### src/rtl/fetch_stage.sv
// Instruction-fetch stage: owns the PC, reads instruction memory, fills the IF/ID register.
// Latency: IF/ID is updated on the rising edge after an ihit; flush is combinational (0 cycles).
// Backpressure: stall holds PC and IF/ID; ihit low holds IF/ID; no fetch while draining a halt.
//
// Ports:
//   CLK, nRST          clock (rising edge) and asynchronous active-low reset
//   ihit, iload        memory returns iload this cycle
//   imemREN, imemaddr  read request and word-aligned read address
//   stall              hazard-unit hold
//   redirect(_pc)      branch/jump resolved downstream, with its target
//   halt_seen          decode has latched the halt
//   instru, nPC, valid IF/ID contents handed to decode
//   flush              decode must clear its IF/ID copy
//   halted             fetch permanently stopped until reset
module fetch_stage #(
  parameter logic [31:0] PC_INIT = 32'h00000000,
  parameter logic [5:0]  HALT_OP = 6'b111111
) (
  input  logic        CLK,
  input  logic        nRST,
  input  logic        ihit,
  input  logic [31:0] iload,
  output logic        imemREN,
  output logic [31:0] imemaddr,
  input  logic        stall,
  input  logic        redirect,
  input  logic [31:0] redirect_pc,
  input  logic        halt_seen,
  output logic [31:0] instru,
  output logic [31:0] nPC,
  output logic        valid,
  output logic        flush,
  output logic        halted
);

  localparam logic [1:0] RUN    = 2'd0;
  localparam logic [1:0] DRAIN  = 2'd1;
  localparam logic [1:0] HALTED = 2'd2;

  logic [1:0]  state, state_nxt;
  logic [31:0] pc, pc_nxt;
  logic [31:0] instru_r, instru_nxt;
  logic [31:0] npc_r, npc_nxt;
  logic        valid_r, valid_nxt;
  logic [31:0] pc_inc;

  // Natural 32-bit wrap: 0xFFFFFFFC + 4 = 0.
  assign pc_inc = pc + 32'd4;

  always_comb begin
    state_nxt  = state;
    pc_nxt     = pc;
    instru_nxt = instru_r;
    npc_nxt    = npc_r;
    valid_nxt  = valid_r;
    case (state)
      RUN: begin
        if (redirect) begin
          // Redirect squashes whatever ihit arrives in the same cycle.
          pc_nxt     = redirect_pc & ~32'h3;
          instru_nxt = 32'h0;
          npc_nxt    = 32'h0;
          valid_nxt  = 1'b0;
        end else if (halt_seen) begin
          state_nxt = HALTED;
        end else if (!stall && ihit) begin
          instru_nxt = iload;
          npc_nxt    = pc_inc;
          valid_nxt  = 1'b1;
          // A fetched halt parks the PC; nothing past it may be fetched.
          if (iload[31:26] == HALT_OP) state_nxt = DRAIN;
          else                         pc_nxt    = pc_inc;
        end
      end
      DRAIN: begin
        if (redirect) begin
          // An older branch resolved after the halt was fetched: the halt was speculative.
          pc_nxt     = redirect_pc & ~32'h3;
          instru_nxt = 32'h0;
          npc_nxt    = 32'h0;
          valid_nxt  = 1'b0;
          state_nxt  = RUN;
        end else if (halt_seen) begin
          state_nxt = HALTED;
        end
      end
      HALTED: begin
        state_nxt = HALTED;
      end
      default: begin
        state_nxt = RUN;
      end
    endcase
  end

  always_ff @(posedge CLK or negedge nRST) begin
    if (!nRST) begin
      state    <= RUN;
      pc       <= PC_INIT;
      instru_r <= 32'h0;
      npc_r    <= 32'h0;
      valid_r  <= 1'b0;
    end else begin
      state    <= state_nxt;
      pc       <= pc_nxt;
      instru_r <= instru_nxt;
      npc_r    <= npc_nxt;
      valid_r  <= valid_nxt;
    end
  end

  assign imemaddr = {pc[31:2], 2'b00};
  assign imemREN  = (state == RUN);
  assign halted   = (state == HALTED);
  assign flush    = redirect && (state != HALTED);
  // Once halted, decode must never see a live instruction.
  assign instru   = (state == HALTED) ? 32'h0 : instru_r;
  assign valid    = (state == HALTED) ? 1'b0  : valid_r;
  assign nPC      = npc_r;

endmodule
### config.mk
export PLATFORM = sky130hd
export DESIGN_NAME = fetch_stage
export DESIGN_NICKNAME = d
export VERILOG_FILES = /design/src/rtl/fetch_stage.sv
export SDC_FILE = /design/constraint.sdc
export NUM_CORES = 1
export LEC_CHECK = 0
export ABC_AREA = 0
export ABC_CLOCK_PERIOD_IN_PS = 2210
export CORE_UTILIZATION = 40
export DETAILED_ROUTE_END_ITERATION = 10
export PLACE_DENSITY_LB_ADDON = 0.2
export SLEW_MARGIN = 15
export SYNTH_ARGS = -nofsm -noshare
export SYNTH_HDL_FRONTEND = slang
export SYNTH_SLANG_ARGS = --single-unit
### constraint.sdc
create_clock -name CLK -period 2.21 [get_ports CLK]
set_clock_uncertainty 0.05 [all_clocks]
set_input_delay 0.221 -clock CLK [delete_from_list [all_inputs] [get_ports CLK]]
set_output_delay 0.221 -clock CLK [all_outputs]
set_load 0.02 [all_outputs]
After elaboration in Yosys (flattened, before gate mapping). Cells that the tools add are included.

Bits in registers: 99. Output and inout port bits: 100. Word-level logic and storage cells: 55. Input bits: 70.

Reductions and logical operators: 8. Add/subtract/negate cells: 1. Muxes and demuxes: 29. Equal/unequal tests: 12.

Operators by type and width (count): 32-bit two-way mux (13); 32-bit one-hot mux with 2 select lines (3); 32-bit by 3-bit adder with 32-bit output, second input constant (1); 2-bit two-way mux (6); 3-bit by 1-bit inequality test with 1-bit output, second input constant (3); 3-bit inequality test, second input constant (3); 4-bit AND reduction (2); 6-bit equality test, second input constant (1); 2-bit inequality test, second input constant (3); 2-bit one-hot mux with 3 select lines (1); 1-bit two-way mux (5); 5-bit AND reduction (1); 2-bit by 1-bit equality test with 1-bit output, second input constant (1); 2-bit equality test, second input constant (1); 1-bit logical AND (2); 2-bit zero test (1); 1-bit one-hot mux with 2 select lines (1); 2-bit nonzero test (1); 1-bit zero test (1).

Depth between registers and ports, before layout. Gate-level depths: netlist of the first run.

Depth after elaboration: 6. Mapped depth: 7.

Worst setup path after synthesis of the first run. OpenSTA, ideal clock, no wires.

Path type: flip-flop to flip-flop. Start point: register pc[2]. End point: register pc[16]. Period minus slack after synthesis: 1.981 ns. Arrival: 1.809 ns. Library setup time: 0.121 ns. Cell stages (with the launch flop): 7. Path slack: 0.229 ns. Cell sequence: dfrtp_1 > ha_1 > nand3_1 > nor3_2 > and3_1 > a31oi_1 > o22a_1.

Word-level cells in the longest chain between the ends: 6.

Ends and longest elaborated chain: from (decl) (RTL line 41) `logic [31:0] pc, pc_nxt;`; from (signal assigned) (RTL line 105) `pc <= pc_nxt;`; 32-bit by 3-bit adder with 32-bit output (RTL line 48) `assign pc_inc = pc + 32'd4;`; 32-bit two-way mux (RTL line 71) `if (iload[31:26] == HALT_OP) state_nxt = DRAIN;`; 32-bit two-way mux (RTL line 66) `end else if (!stall && ihit) begin`; 32-bit two-way mux (RTL line 64) `end else if (halt_seen) begin`; 32-bit two-way mux (RTL line 58) `if (redirect) begin`; 32-bit one-hot mux with 2 select lines (RTL line 56) `case (state)`.

No other way between the ends. The select of a mux whose other input is x is not followed. A chain may end at the register's enable or synchronous reset.

Worst setup path in the final report of the first run.
Start point: register state[0]. End point: output port instru[0].

Word-level cells in the longest chain between the ends: 2.

Ends and longest elaborated chain: from (decl) (RTL line 40) `logic [1:0] state, state_nxt;`; from (signal assigned) (RTL line 104) `state <= state_nxt;`; 2-bit equality test (RTL line 117) `assign instru = (state == HALTED) ? 32'h0 : instru_r;`; 32-bit two-way mux (RTL line 117); to (decl) (RTL line 29) `output logic [31:0] instru,`.

No other way between the ends.

==> results by group, run 1 <==
Outcome
  • Status: complete, no violations

Global routing
  • Initial antenna violation count: 0
  • Global-route wire length before repair: 23300 microns
  • M1 GR Usage: a little under a third
  • Vias in the first global route: between 4k and 5k
  • Largest net degree at the start of global routing: 62
  • GRT Total Usage: 23.3%
  • GR Util met3: 3.89%
  • M2 GR Usage: 39.2%
  • Gr ovfl total: 0
  • Grt peak-use layer: met2

Synthesis
  • Most used DFF post-synth: dfrtp_1
  • Top cell type by total area after synthesis: dfrtp_1
  • Area contributors post-synth: dfrtp_1, a22o_1, nand2_1
  • Mapped Cells: 508
  • Synth Register Bits: 96
  • Synth Warn #: 0
  • Post-synthesis sequential area ratio: 49.1%
  • Share of Yosys cell area claimed by the top area cell type: approximately 50%
  • Number of synthesized flops with an enable pin: 0
  • Post-Syn Area: 4890 sq um
  • Async S/R FF share, synth: 100%
  • Avg Inst Size Synth: 9.63 sq um
  • Distinct cells, synth: 51

Run
  • Max_cap viols: 0

Finish
  • Layout Nets: ~750
  • Layout cells sized above 1: 10.2%
  • N_diodes: 0
  • Area Overhead vs Synth: 48.0%
  • Finished Core Util: 60.5%

STA
  • Fmax: just under 500 MHz
  • Final Slew Violations: 0
  • Final worst slack: around 0.17 ns
  • Worst relative slew slack: about 64%
  • RSZ-0062 raised after global routing: false
  • Setup TNS: 0 ns
  • Final setup viols: 0
  • Worst slew pin tran: between 0.5 and 0.6 ns
  • Crit path time final: around 2.0 ns
  • Period utilization: between 90% and 100%
  • Final Hold Fails: 0

Route
  • Drt drc: 0
  • DR vias/cell: 5.51
  • Remaining antenna violation count after routing: 0
  • Final wirelength: 14200 microns
  • DR WL/cell: about 17 microns
  • Drt first pass iters: 7
  • Initial DRC Count: ~300
  • DR vias: around 4.6k

Place
  • Port bufs: between 150 and 200
  • Dpl hpwl: between 9000 and 10000 microns
  • Setup Slack @ Placement: -0.312 ns
  • GPL Wtd Cong: roughly 0.82

Setup path
  • Crit path to: instru[0]
  • RR Startpoint: state[0]
  • Worst setup EP type: output port
  • Critical path depth in cells: 5
  • Crit path from: state[0]
  • Crit path cell chain: buf_4 -> nand2b_1 -> buf_4 -> and2_1 -> dlygate4sd2_1
  • R2r worst-path depth: 7
  • Crit path max fanout: 19
  • R2R Path End: pc[2]
  • Critical path arrival: 1.77 ns
  • Data required, critical path: slightly below 2 ns
  • WS Path Type: reg -> out
  • Most frequent CP cell: buf_4
  • Reg2reg setup slack: 0.17 ns
  • Crit path launch type: flip-flop
  • Top delay family on crit path: buffers and inverters
  • Slowest cell delay on critical path: 0.41 ns
  • WP buf/inv: 3
  • Critical path's slowest cell: dfrtp_1

Floorplanning
  • Die Wd: roughly 110 microns
  • Initial Util: 40.9%
  • Core box area: between 10000 and 15000 sq um
  • Rows: 40
  • IO Pins: between 150 and 200
  • Die Height: roughly 110 microns
  • Die area: around 13000 sq um

Clocking
  • H-tree depth: 3
  • Clock sinks: 96
  • Bufs on Longest Clock Path: 2
  • TritonCTS buffer count: 9
  • Reg clk slew, reported paths: roughly 0.070 ns
  • CTS tree: yes
  • Clock root buffer: clkbuf_16
  • Clock latency at the later pin of the worst-skew pair: roughly 0.35 ns
  • Setup bufs post-CTS: 0

Hold path
  • Hold crit path type: in -> async

Power and ir drop
  • Pwr Density: roughly 540 nW/um^2
  • Leak Pwr: around 3.2 nW
  • Peak VDD IR: 0.000318 V
## sequential cells by signal (all words and copies together), names as in the netlist
signal,cells
instru_r,32
nPC,31
pc,30
state,2
valid_r,1
## placed cells by master, fill, tap and decap left out, drive strengths merged, types with 3 or more instances in the layout
cell | Yosys | routed
a21boi | 4 | 4
a21oi | 27 | 27
a22o | 33 | 33
a22oi | 3 | 3
a2bb2oi | 9 | 9
a31oi | 6 | 6
and2 | 36 | 36
and3 | 6 | 6
and4 | 6 | 6
buf | 19 | 39
bufinv | 0 | 3
clkbuf | 23 | 11
clkdlybuf4s50 | 0 | 129
dfrtp | 96 | 96
dlygate4sd2 | 0 | 35
inv | 5 | 5
nand2 | 68 | 68
nand3 | 14 | 14
nand4 | 13 | 13
nor2 | 18 | 18
nor3 | 5 | 5
nor3b | 3 | 3
nor4 | 5 | 5
o21ai | 34 | 34
o21bai | 4 | 4
o22ai | 15 | 15
o31ai | 7 | 7
or2 | 3 | 3
xnor2 | 10 | 10
xor2 | 18 | 18
## cell families (layout without fill, tap and decap cells)
family          Yosys count  after routing  synth area share [%]
simple gates            182            182                  20.0
compound gates          153            153                  21.2
flops                    96             96                  49.1
buf+inv                  47            225                  4.32
xor+xnor                 28             28                  5.01
fa+ha+maj                 1              1                 0.256
other cells               1              2                0.0766
## final cells by class
cell class                 count  area (sq um)
fill                        1029          4720
sequential                    96          2400
multi-input combinational    366          2310
timing repair buffer         204          1980
clock buffer                  11           243
tap                          147           184
clock inverter                 5           104
inverter                       5          18.8
## worst register-to-register path: cells and delay by family (launching register included)
family	cells	cell delay (ns)
simple gates	4	1.03
compound gates	1	0.10
buf+inv	2	0.41
flops	1	0.41
## timing repair
action,4_1_cts,5_1_grt
cloned,0,0
endpoints found under the hold margin,37,0
hold buffers,1,0
endpoints found under the setup margin,38,2
pin swaps,0,1
resized for setup,36,1
## power by group
part / total (mW) / internal (mW) / switching (mW)
sequential: 1.79 / 1.77 / 0.0189
combinational: 0.317 / 0.179 / 0.139
clock: 1.82 / 1.14 / 0.680
## layer usage
layer  up-vias  routed length [microns]
met5         -                        0
met4         0                      193
met3        15                      716
met2       134                     6880
met1      2271                     6440
li1       2179                        -
## Yosys cell counts (5+ instances only)
master / number
dfrtp_1: 96
buf_2: 13
nor2_1: 18
xnor2_1: 10
xor2_1: 18
and4_1: 6
a2bb2oi_1: 9
a22o_1: 33
o31ai_1: 7
buf_4: 5
a21oi_1: 26
o22ai_1: 15
clkbuf_1: 23
and2_1: 36
nand3_1: 13
and3_1: 6
inv_1: 5
nand4_1: 10
o21ai_0: 29
nand2_1: 68
a31oi_1: 6
## through the flow
step,instance area [sq um],instances,hold slack [ns],power (mW)
global route,7240,834,0.393,4.05
CTS,7240,834,0.363,3.97
detailed placement,6920,817,0.191,2.14
floorplan,4900,509,-0.125,1.92
finish,7240,834,0.355,3.93
global placement,6920,817,0.190,2.14
## worst min-delay path by stage
stage	startpoint	to	slack (ns)	cells past startpoint
after floorplan	nRST	instru_r[0]	-0.12	0
after global placement	nRST	nPC[22]	0.19	1
after detailed placement	nRST	nPC[24]	0.19	1
after CTS	nRST	nPC[24]	0.36	2
after global routing	redirect_pc[3]	pc[3]	0.39	3
final	nRST	nPC[31]	0.35	2
No activity file was read; power rests on OpenSTA's default activity.
==> run 2: changes to the inputs <==
ABC_AREA = not set   (was 0)
ABC_CLOCK_PERIOD_IN_PS = 2100   (was 2210)
CELL_PAD_IN_SITES_DETAIL_PLACEMENT = 0   (was not set)
CELL_PAD_IN_SITES_GLOBAL_PLACEMENT = 2   (was not set)
CORE_UTILIZATION = 27   (was 40)
clock period = 2.1 ns   (was 2.21 ns; I/O delays follow)
==> run 2 against run 1 <==
- total power decreased by 0.17%
- critical path depth stayed put
- design area increased by 3.1%
- sequential cell count stayed put
- sequential power increased by 5%
- first-iteration DRC count decreased by 24%
- core utilization shrank 18 points
- cell count increased by 11%
- via count decreased by 0.76%
- global-route usage shrank 5.8 points
- critical endpoint is now instru[28]
- largest cell class unchanged
- largest power group is now registers
==> results by group, run 2 (synthesized netlist as in run 1, its figures left out) <==
Outcome
  • Status: complete, no violations

STA
  • Final Hold Fails: 0 (unchanged)
  • Final setup viols: 0 (unchanged)
  • Crit path time final: roughly 2.0 ns
  • Fmax: 490 MHz
  • Period utilization: a little over nine tenths
  • RSZ-0062 raised after global routing: false
  • Setup TNS: 0 ns (unchanged)
  • Final Slew Violations: 0 (unchanged)

Setup path
  • WS Path Type: reg -> out
  • Reg2reg setup slack: 0.12 ns (-0.05 ns)
  • Worst setup EP type: output port
  • RR Startpoint: state[1]
  • Data required, critical path: 1.84 ns (-0.10 ns)
  • Critical path arrival: 1.78 ns (about the same)
  • Crit path max fanout: 36 (+17)
  • Crit path launch type: flip-flop
  • R2r worst-path depth: 6 (-1)
  • Crit path to: instru[28]
  • Crit path from: state[0]
  • R2R Path End: pc[17]

Clocking
  • Clock latency at the later pin of the worst-skew pair: 0.35 ns (about the same)
  • Clock sinks: 96 (unchanged)
  • Reg clk slew, reported paths: 0.07 ns (about the same)
  • Clock root buffer: clkbuf_16
  • Bufs on Longest Clock Path: 2 (unchanged)
  • H-tree depth: 3 (unchanged)
  • Setup bufs post-CTS: 0 (unchanged)
  • TritonCTS buffer count: 9 (unchanged)
  • CTS tree: yes

Power and ir drop
  • Leak Pwr: 3.26 nW (+1.2%)
  • Peak VDD IR: 0.000371 V (+16%)
  • Pwr Density: 525 nW/um^2 (-3.2%)
  • Final Power: 3.92 mW (-0.17%)

Global routing
  • M2 GR Usage: 28.0% (-11 points)
  • GR Util met3: 3.15% (-0.74 points)
  • Gr ovfl total: 0 (unchanged)
  • Vias in the first global route: 4578 (+2.0%)
  • M1 GR Usage: 23.2% (-7.4 points)
  • Largest net degree at the start of global routing: 47 (-24%)
  • GRT Total Usage: 17.5% (-5.8 points)
  • Initial antenna violation count: 0 (unchanged)
  • Grt peak-use layer: met2
  • Global-route wire length before repair: 24900 microns (+6.8%)

Floorplanning
  • Die Wd: 137 microns (+21%)
  • Die area: 18700 sq um (+47%)
  • Initial Util: 28.0% (-13 points)
  • Die Height: 137 microns (+21%)
  • IO Pins: 170 (unchanged)
  • Rows: 48 (+20%)
  • Core box area: 17500 sq um (+46%)

Finish
  • Commonest non-fill, non-tap cell in the layout: clkdlybuf4s50_1
  • Max reg flops: 32 (unchanged)
  • Layout cells sized above 1: 12.9% (+2.8 points)
  • Most frequent cells in the layout: clkdlybuf4s50_1, dfrtp_1, nand2_1
  • Fillers: 1703 (+66%)
  • Finished Core Util: 42.7% (-18 points)
  • Most flops, register: instru_r
  • Area Overhead vs Synth: 52.6%
  • Final instance area: 7470 sq um (+3.1%)
  • N_diodes: 0 (unchanged)
  • Layout Nets: 770 (+2.3%)

Route
  • Drt first pass iters: 4 (-3)
  • DR vias/cell: 4.92 (-11%)
  • DR vias: 4564 (-0.76%)
  • Drt drc: 0 (unchanged)
  • Remaining antenna violation count after routing: 0 (unchanged)
  • DR WL/cell: 17.2 microns (+1.0%)
  • Initial DRC Count: 235 (-24%)
  • Final wirelength: 16000 microns (+12%)

Hold path
  • Hold crit path type: in -> async

Place
  • GPL Wtd Cong: 0.811 (-0.66%)
  • Area after DPL: 7160 sq um (+3.4%)
  • Port bufs: 165 (unchanged)
  • Dpl hpwl: 11500 microns (+16%)

Run
  • Max_cap viols: 0 (unchanged)
## run 2: layer usage
metal | vias up | wire (microns)
li1 | 2198 | -
met1 | 2221 | 7440
met2 | 125 | 7380
met3 | 20 | 771
met4 | 0 | 394
met5 | - | 0
## run 2: how the worst min path moves through the flow
stage | to | slack (ns) | cells past startpoint
after floorplan | instru_r[0] | -0.14 | 0
after global placement | instru_r[25] | 0.15 | 1
after detailed placement | nPC[1] | 0.15 | 1
after CTS | nPC[1] | 0.31 | 2
after global routing | nPC[1] | 0.35 | 2
final | instru_r[25] | 0.30 | 2
## run 2: critical path: stages (launching register included)
cell and delay (ns):
dfrtp_1 0.41, buf_4 0.18, nand2b_1 0.18, buf_12 0.18, and2_1 0.17, dlygate4sd2_1 0.32
## run 2: cell type report
type | count | area [sq um] | share of cell area [%]
clock buffers | 10 | 239 | 3.20
multi-input cells | 366 | 2340 | 31.4
repair buffers | 221 | 2130 | 28.5
clock inverters | 5 | 57.6 | 0.771
well taps | 225 | 282 | 3.77
inverters | 5 | 18.8 | 0.251
flip-flops and latches | 96 | 2400 | 32.2
## run 2: where the power goes
part / internal, mW / total (mW) / switching, mW
combinational: 0.197 / 0.354 / 0.157
sequential: 1.87 / 1.88 / 0.0148
clock: 0.948 / 1.69 / 0.739
total: 3.01 / 3.92 / 0.910
## run 2: per-stage QoR
step / instances / setup WS, ns / hold WS (ns)
final: 928 / 0.0610 / 0.301
after global placement: 912 / -0.233 / 0.148
after CTS: 928 / 0.00475 / 0.315
after detailed placement: 912 / -0.275 / 0.146
after global routing: 928 / 0.000167 / 0.351
after floorplan: 509 / 0.119 / -0.136
## run 2: repair_timing
item / CTS / global route
gates resized for setup: 36 / 14
endpoints found under the hold margin: 29 / 0
hold buffers: 1 / 0
pin swaps: 0 / 1
endpoints found under the setup margin: 48 / 18
